**src/rtl/mac_sched_pkg.sv**
```systemverilog
// Shared types and FP16 helpers for the MAC dot-product scheduler.
package mac_sched_pkg;

    typedef enum logic [2:0] {
        IDLE  = 3'd0,
        FETCH = 3'd1,
        ISSUE = 3'd2,
        WAIT  = 3'd3,
        RESP  = 3'd4
    } state_t;

    localparam logic [15:0] FP16_POS_INF   = 16'h7C00;
    localparam logic [15:0] FP16_NEG_INF   = 16'hFC00;
    localparam logic [15:0] FP16_EXP_MASK  = 16'h7C00;
    localparam logic [15:0] FP16_MANT_MASK = 16'h03FF;

    function automatic logic fp16_is_zero(input logic [15:0] h);
        return ((h & FP16_EXP_MASK) == 16'h0000) && ((h & FP16_MANT_MASK) == 16'h0000);
    endfunction

    function automatic logic fp16_is_inf(input logic [15:0] h);
        return (h == FP16_POS_INF) || (h == FP16_NEG_INF);
    endfunction

endpackage

```
**src/rtl/mac_scheduler.sv**
```systemverilog
// Sequences one external FP16 MAC through a K-element dot product with accumulator feedback.
// Optional build macro MAC_SCHED_ZERO_SKIP_EN: zero operand pairs are consumed without a MAC op.
//
//  state | meaning
//  IDLE  | waiting for a command, cmd_ready high
//  FETCH | waiting for an operand pair, op_ready high
//  ISSUE | mac_start pulse, operands presented to the MAC
//  WAIT  | counting down MAC latency, capture result at terminal count
//  RESP  | final sum presented on the result port until accepted
module mac_scheduler
    import mac_sched_pkg::*;
#(
    parameter int LEN_W   = 8,
    parameter int MAC_LAT = 3
) (
    input  logic             clk,
    input  logic             RST,
    input  logic             cmd_valid,
    output logic             cmd_ready,
    input  logic [LEN_W-1:0] cmd_len,
    input  logic [15:0]      cmd_init_acc,
    input  logic             op_valid,
    output logic             op_ready,
    input  logic [15:0]      op_value,
    input  logic [15:0]      op_weight,
    output logic             res_valid,
    input  logic             res_ready,
    output logic [15:0]      res_data,
    output logic             res_inf,
    output logic             busy,
    output logic             mac_start,
    output logic [15:0]      mac_in_value,
    output logic [15:0]      mac_weight,
    output logic [15:0]      mac_in_accumulate,
    input  logic [15:0]      mac_out_accumulate
);

    localparam int WAIT_W = (MAC_LAT > 1) ? $clog2(MAC_LAT) : 1;

    state_t            state;
    logic [LEN_W-1:0]  remaining;
    logic [WAIT_W-1:0] wait_cnt;
    logic [15:0]       acc;

    assign res_data = acc;

    always_ff @(posedge clk) begin
        if (RST) begin
            state             <= IDLE;
            cmd_ready         <= 1'b1;
            op_ready          <= 1'b0;
            res_valid         <= 1'b0;
            busy              <= 1'b0;
            mac_start         <= 1'b0;
            mac_in_value      <= '0;
            mac_weight        <= '0;
            mac_in_accumulate <= '0;
            remaining         <= '0;
            wait_cnt          <= '0;
            acc               <= '0;
            res_inf           <= 1'b0;
        end else begin
            mac_start <= 1'b0;
            case (state)
                IDLE: begin
                    if (cmd_valid) begin
                        remaining <= cmd_len;
                        acc       <= cmd_init_acc;
                        res_inf   <= 1'b0;
                        cmd_ready <= 1'b0;
                        busy      <= 1'b1;
                        if (cmd_len == '0) begin
                            state     <= RESP;
                            res_valid <= 1'b1;
                        end else begin
                            state    <= FETCH;
                            op_ready <= 1'b1;
                        end
                    end
                end
                FETCH: begin
                    if (op_valid) begin
`ifdef MAC_SCHED_ZERO_SKIP_EN
                        if (fp16_is_zero(op_value) || fp16_is_zero(op_weight)) begin
                            remaining <= remaining - LEN_W'(1);
                            if (remaining == LEN_W'(1)) begin
                                state     <= RESP;
                                op_ready  <= 1'b0;
                                res_valid <= 1'b1;
                            end
                        end else
`endif
                        begin
                            mac_in_value      <= op_value;
                            mac_weight        <= op_weight;
                            mac_in_accumulate <= acc;
                            mac_start         <= 1'b1;
                            op_ready          <= 1'b0;
                            state             <= ISSUE;
                        end
                    end
                end
                ISSUE: begin
                    wait_cnt <= WAIT_W'(MAC_LAT - 1);
                    state    <= WAIT;
                end
                WAIT: begin
                    // Terminal count lands on the cycle the MAC result becomes valid.
                    if (wait_cnt == '0) begin
                        acc       <= mac_out_accumulate;
                        res_inf   <= res_inf | fp16_is_inf(mac_out_accumulate);
                        remaining <= remaining - LEN_W'(1);
                        if (remaining == LEN_W'(1)) begin
                            state     <= RESP;
                            res_valid <= 1'b1;
                        end else begin
                            state    <= FETCH;
                            op_ready <= 1'b1;
                        end
                    end else begin
                        wait_cnt <= wait_cnt - WAIT_W'(1);
                    end
                end
                RESP: begin
                    if (res_ready) begin
                        state     <= IDLE;
                        res_valid <= 1'b0;
                        busy      <= 1'b0;
                        cmd_ready <= 1'b1;
                    end
                end
                default: begin
                    state     <= IDLE;
                    cmd_ready <= 1'b1;
                    op_ready  <= 1'b0;
                    res_valid <= 1'b0;
                    busy      <= 1'b0;
                end
            endcase
        end
    end

endmodule

```
**config.mk**
```make
export PLATFORM = sky130hd
export DESIGN_NAME = mac_scheduler
export DESIGN_NICKNAME = d
export VERILOG_FILES = /design/src/rtl/mac_sched_pkg.sv /design/src/rtl/mac_scheduler.sv
export SDC_FILE = /design/constraint.sdc
export NUM_CORES = 1
export LEC_CHECK = 0
export ABC_CLOCK_PERIOD_IN_PS = 2200
export CAP_MARGIN = 20
export CORE_AREA = 10 10 161 88
export CTS_CLUSTER_SIZE = 30
export DETAILED_ROUTE_END_ITERATION = 10
export DIE_AREA = 0 0 171 98
export DONT_BUFFER_PORTS = 1
export GPL_ROUTABILITY_DRIVEN = 0
export PLACE_DENSITY_LB_ADDON = 0.2
export SYNTH_ARGS = -nofsm -noshare
export SYNTH_HDL_FRONTEND = slang
export SYNTH_SLANG_ARGS = --single-unit
```
**constraint.sdc**
```tcl
create_clock -name clk -period 2.2 [get_ports clk]
set_clock_uncertainty 0.2 [all_clocks]
set_input_delay 0.33 -clock clk [delete_from_list [all_inputs] [get_ports clk]]
set_output_delay 0.33 -clock clk [all_outputs]
set_load 0.005 [all_outputs]
```
==> results.toml <==
[pwr]
p_leak_nw = 1.699
vdd.ir_drop.worst_mv = 0.2895
cellPowerDensity_mw_per_mm2 = 843.2

[sta]
hold-worst-slack_ns = 0.05790
slew_viol_final = 0
maxClockFrequency_mhz = 472.9
time_the_final_worst_path_needs_with_i_o_delays_and_setup_ns = 2.115
rsz0062_at_grt = "no"
tns_ns = 0
finalCritPeriodShare_pct = 96.12
final-setup-viol-count = 0
worst_slew_margin_rel_pct = 63.55
worst-slew-pin-transition_ns = 0.5425
timing_hold_violations_final = 0

[floorplan]
floorplan.io_pins = 147
rows = 28
die_h_um = 98
design.die.area_mm2 = 0.01676
initial_utilization_pct = 30.25
design.core.area_mm2 = 0.01149
die-width_um = 171

[synth]
synth_cell_types = 45
async_flop_share_pct = 0
post_synth_main_area_contributors = "sky130_fd_sc_hd__dfxtp_1 (48%), sky130_fd_sc_hd__nand2_1 (15%), sky130_fd_sc_hd__a21oi_1 (9.1%), sky130_fd_sc_hd__a311oi_1 (4.0%), sky130_fd_sc_hd__nor2_1 (3.0%)"
yosysWarnings = 0
synthesized_netlist_net_count = 520
syn_area_per_cell_um2 = 7.900
ys_dominant_reg_cell = "sky130_fd_sc_hd__dfxtp_1"
post_synthesis_sequential_area_ratio_pct = 47.80
synth.cell_area_mm2 = 0.003476
synth.ff_latch_count = 83
synth-edff-count = 0
yosysTopAreaCell = "sky130_fd_sc_hd__dfxtp_1"
synth_cells = 440
top_area_cell_type_share_of_the_netlist_area_pct = 47.80

[clock_network]
worst_setup_hold_path_clk_slew_ns = 0.06
cts_made_buffers = 9
total_number_of_clock_tree_sinks = 83
clock_tree.buffer_depth = 2
cts-htree-levels = 3
clkLatencyLatePin_ns = 0.33
cts_root_buf = "sky130_fd_sc_hd__clkbuf_16"
cts_tree = "built"

[final_layout]
mostFrequentLayoutCells = "sky130_fd_sc_hd__nand2_1 (139), sky130_fd_sc_hd__dfxtp_1 (83), sky130_fd_sc_hd__dlygate4sd3_1 (68)"
layoutNonFillerInstCount = 657
layout.filler_cells = 1145
area.growth.synth_to_final_pct = 34.38
drive_gt1_share_pct = 7.312
post-route-cell-area_mm2 = 0.004671
fin_nets = 581
final_common_cell = "sky130_fd_sc_hd__nand2_1"

[placement]
placement.cell_area_mm2 = 0.003630
io_buffers = 0
dp_cells = 570
place.detailed.hpwl_mm = 8.258

[global_route]
grt_first_pass_wirelength_mm = 18.50
grt.total_usage_pct = 13.78
antenna_found_initial = 0
gr-total-overflow = 0
grt_pass1_vias = 3209
grt_start_max_net_pins = 81

[worst_setup_path]
critPathKind = "flip-flop to flip-flop"
worst_path_max_fanout = 23
required_ns = 2.28
crit_end_category = "flip-flop"
setup.worst_path.start_class = "flip-flop"
worst_ep_arrival_time_ns = 2.19

[run]
timing.max_cap.violations = 0

[detailed_routing]
drt_pre_antenna_iters = 5
finalWirelength_mm = 12.11
drc_errors = 0
wl_per_cell_um = 18.44
vias = 3392
vias_per_cell = 5.163
final_antenna_net_count = 0
detail_route.iter0.violations = 229

[run_status]
run_status = "finished clean"

[hold_path]
holdCritPathClass = "input port to flip-flop"
## state kept, by name, indices dropped and copies added, names as in the netlist, 2 cells and up
register,flops
mac_in_value,16
wait_cnt,2
state,3
mac_in_accumulate,16
remaining,8
mac_weight,16
res_data,16
## metal layers
| metal | wire length, um | vias to the layer above | track usage, % |
|---|---|---|---|
| met5 | 0 | - | 0 |
| met4 | 80 | 0 | 2.591 |
| li1 | - | 1637 | - |
| met1 | 5633 | 1580 | 19.09 |
| met2 | 4817 | 164 | 18.27 |
| met3 | 1580 | 11 | 7.352 |
## what timing repair did
item,in CTS,in global routing
hold endpoints to repair,81,0
setup buffers,0,0
resized for setup,0,2
hold buffers,69,0
setup endpoints to repair,0,1
## report_power, final
part	switching (mW)	internal [mW]
registers	0.141	1.63
logic	0.362	0.302
clock network	0.620	0.880
## kinds of logic (layout without fill, tap and decap cells)
family | after synthesis | after routing | synth area share [%]
and+or+nand+nor | 206 | 206 | 26.13
AOI/OAI and AO/OA | 109 | 109 | 19.29
DFF | 83 | 83 | 47.80
buffers and inverters | 38 | 104 | 5.364
adders and majority gates | 3 | 3 | 1.080
muxes | 1 | 1 | 0.3240
other | 0 | 1 | 0
## stage by stage
step           worst slack [ns]  power, mW  util, %
3_5_place_dp             0.3392      2.322    31.59
6_report                0.08536      3.938    40.65
2_1_floorplan            0.3812      2.172        -
5_1_grt                 0.02581      4.130    40.63
3_3_place_gp             0.2819      2.313    31.59
4_1_cts                 0.04994      3.964    40.32
## cell type report
cell class | instances | area [um2] | share of cell area, %
clock inverter | 6 | 66.31 | 1.420
tap | 150 | 187.7 | 4.018
clock buffer | 10 | 229.0 | 4.902
inverter | 7 | 26.28 | 0.5626
timing repair buffer | 81 | 853.3 | 18.27
multi-input combinational | 319 | 1644 | 35.20
sequential | 83 | 1662 | 35.57
antenna | 1 | 2.502 | 0.05358
## Yosys cell counts (4+ instances only)
cell type and instances:
sky130_fd_sc_hd__nand2_1 139, sky130_fd_sc_hd__dfxtp_1 83, sky130_fd_sc_hd__a21oi_1 63, sky130_fd_sc_hd__nor2_1 28, sky130_fd_sc_hd__a311oi_1 16, sky130_fd_sc_hd__clkbuf_1 14, sky130_fd_sc_hd__buf_2 11, sky130_fd_sc_hd__inv_1 7
sky130_fd_sc_hd__nor3_1 6, sky130_fd_sc_hd__o21ai_0 6, sky130_fd_sc_hd__nor4_1 5, sky130_fd_sc_hd__a211oi_1 4, sky130_fd_sc_hd__buf_4 4, sky130_fd_sc_hd__o21ai_1 4
## path summary, 6_finish.rpt
| check | to | slack (ns) | depth (start not counted) | start |
|---|---|---|---|---|
| worst min register to register | wait_cnt[0] | 0.28 | 2 | wait_cnt[0] |
| worst max register to register | mac_start | 0.09 | 6 | state[2] |
| worst min-delay path | cmd_ready | 0.06 | 3 | cmd_valid |
| worst max-delay path | mac_start | 0.09 | 6 | state[2] |
## worst max-delay path, cell delays in order (launching register included)
cell,delay [ns]
sky130_fd_sc_hd__dfxtp_1,0.36
sky130_fd_sc_hd__buf_4,0.19
sky130_fd_sc_hd__inv_1,0.19
sky130_fd_sc_hd__nand3_4,0.21
sky130_fd_sc_hd__buf_12,0.22
sky130_fd_sc_hd__nor2_1,0.10
sky130_fd_sc_hd__dlygate4sd3_1,0.55
Power figures use the tool's default switching activity.
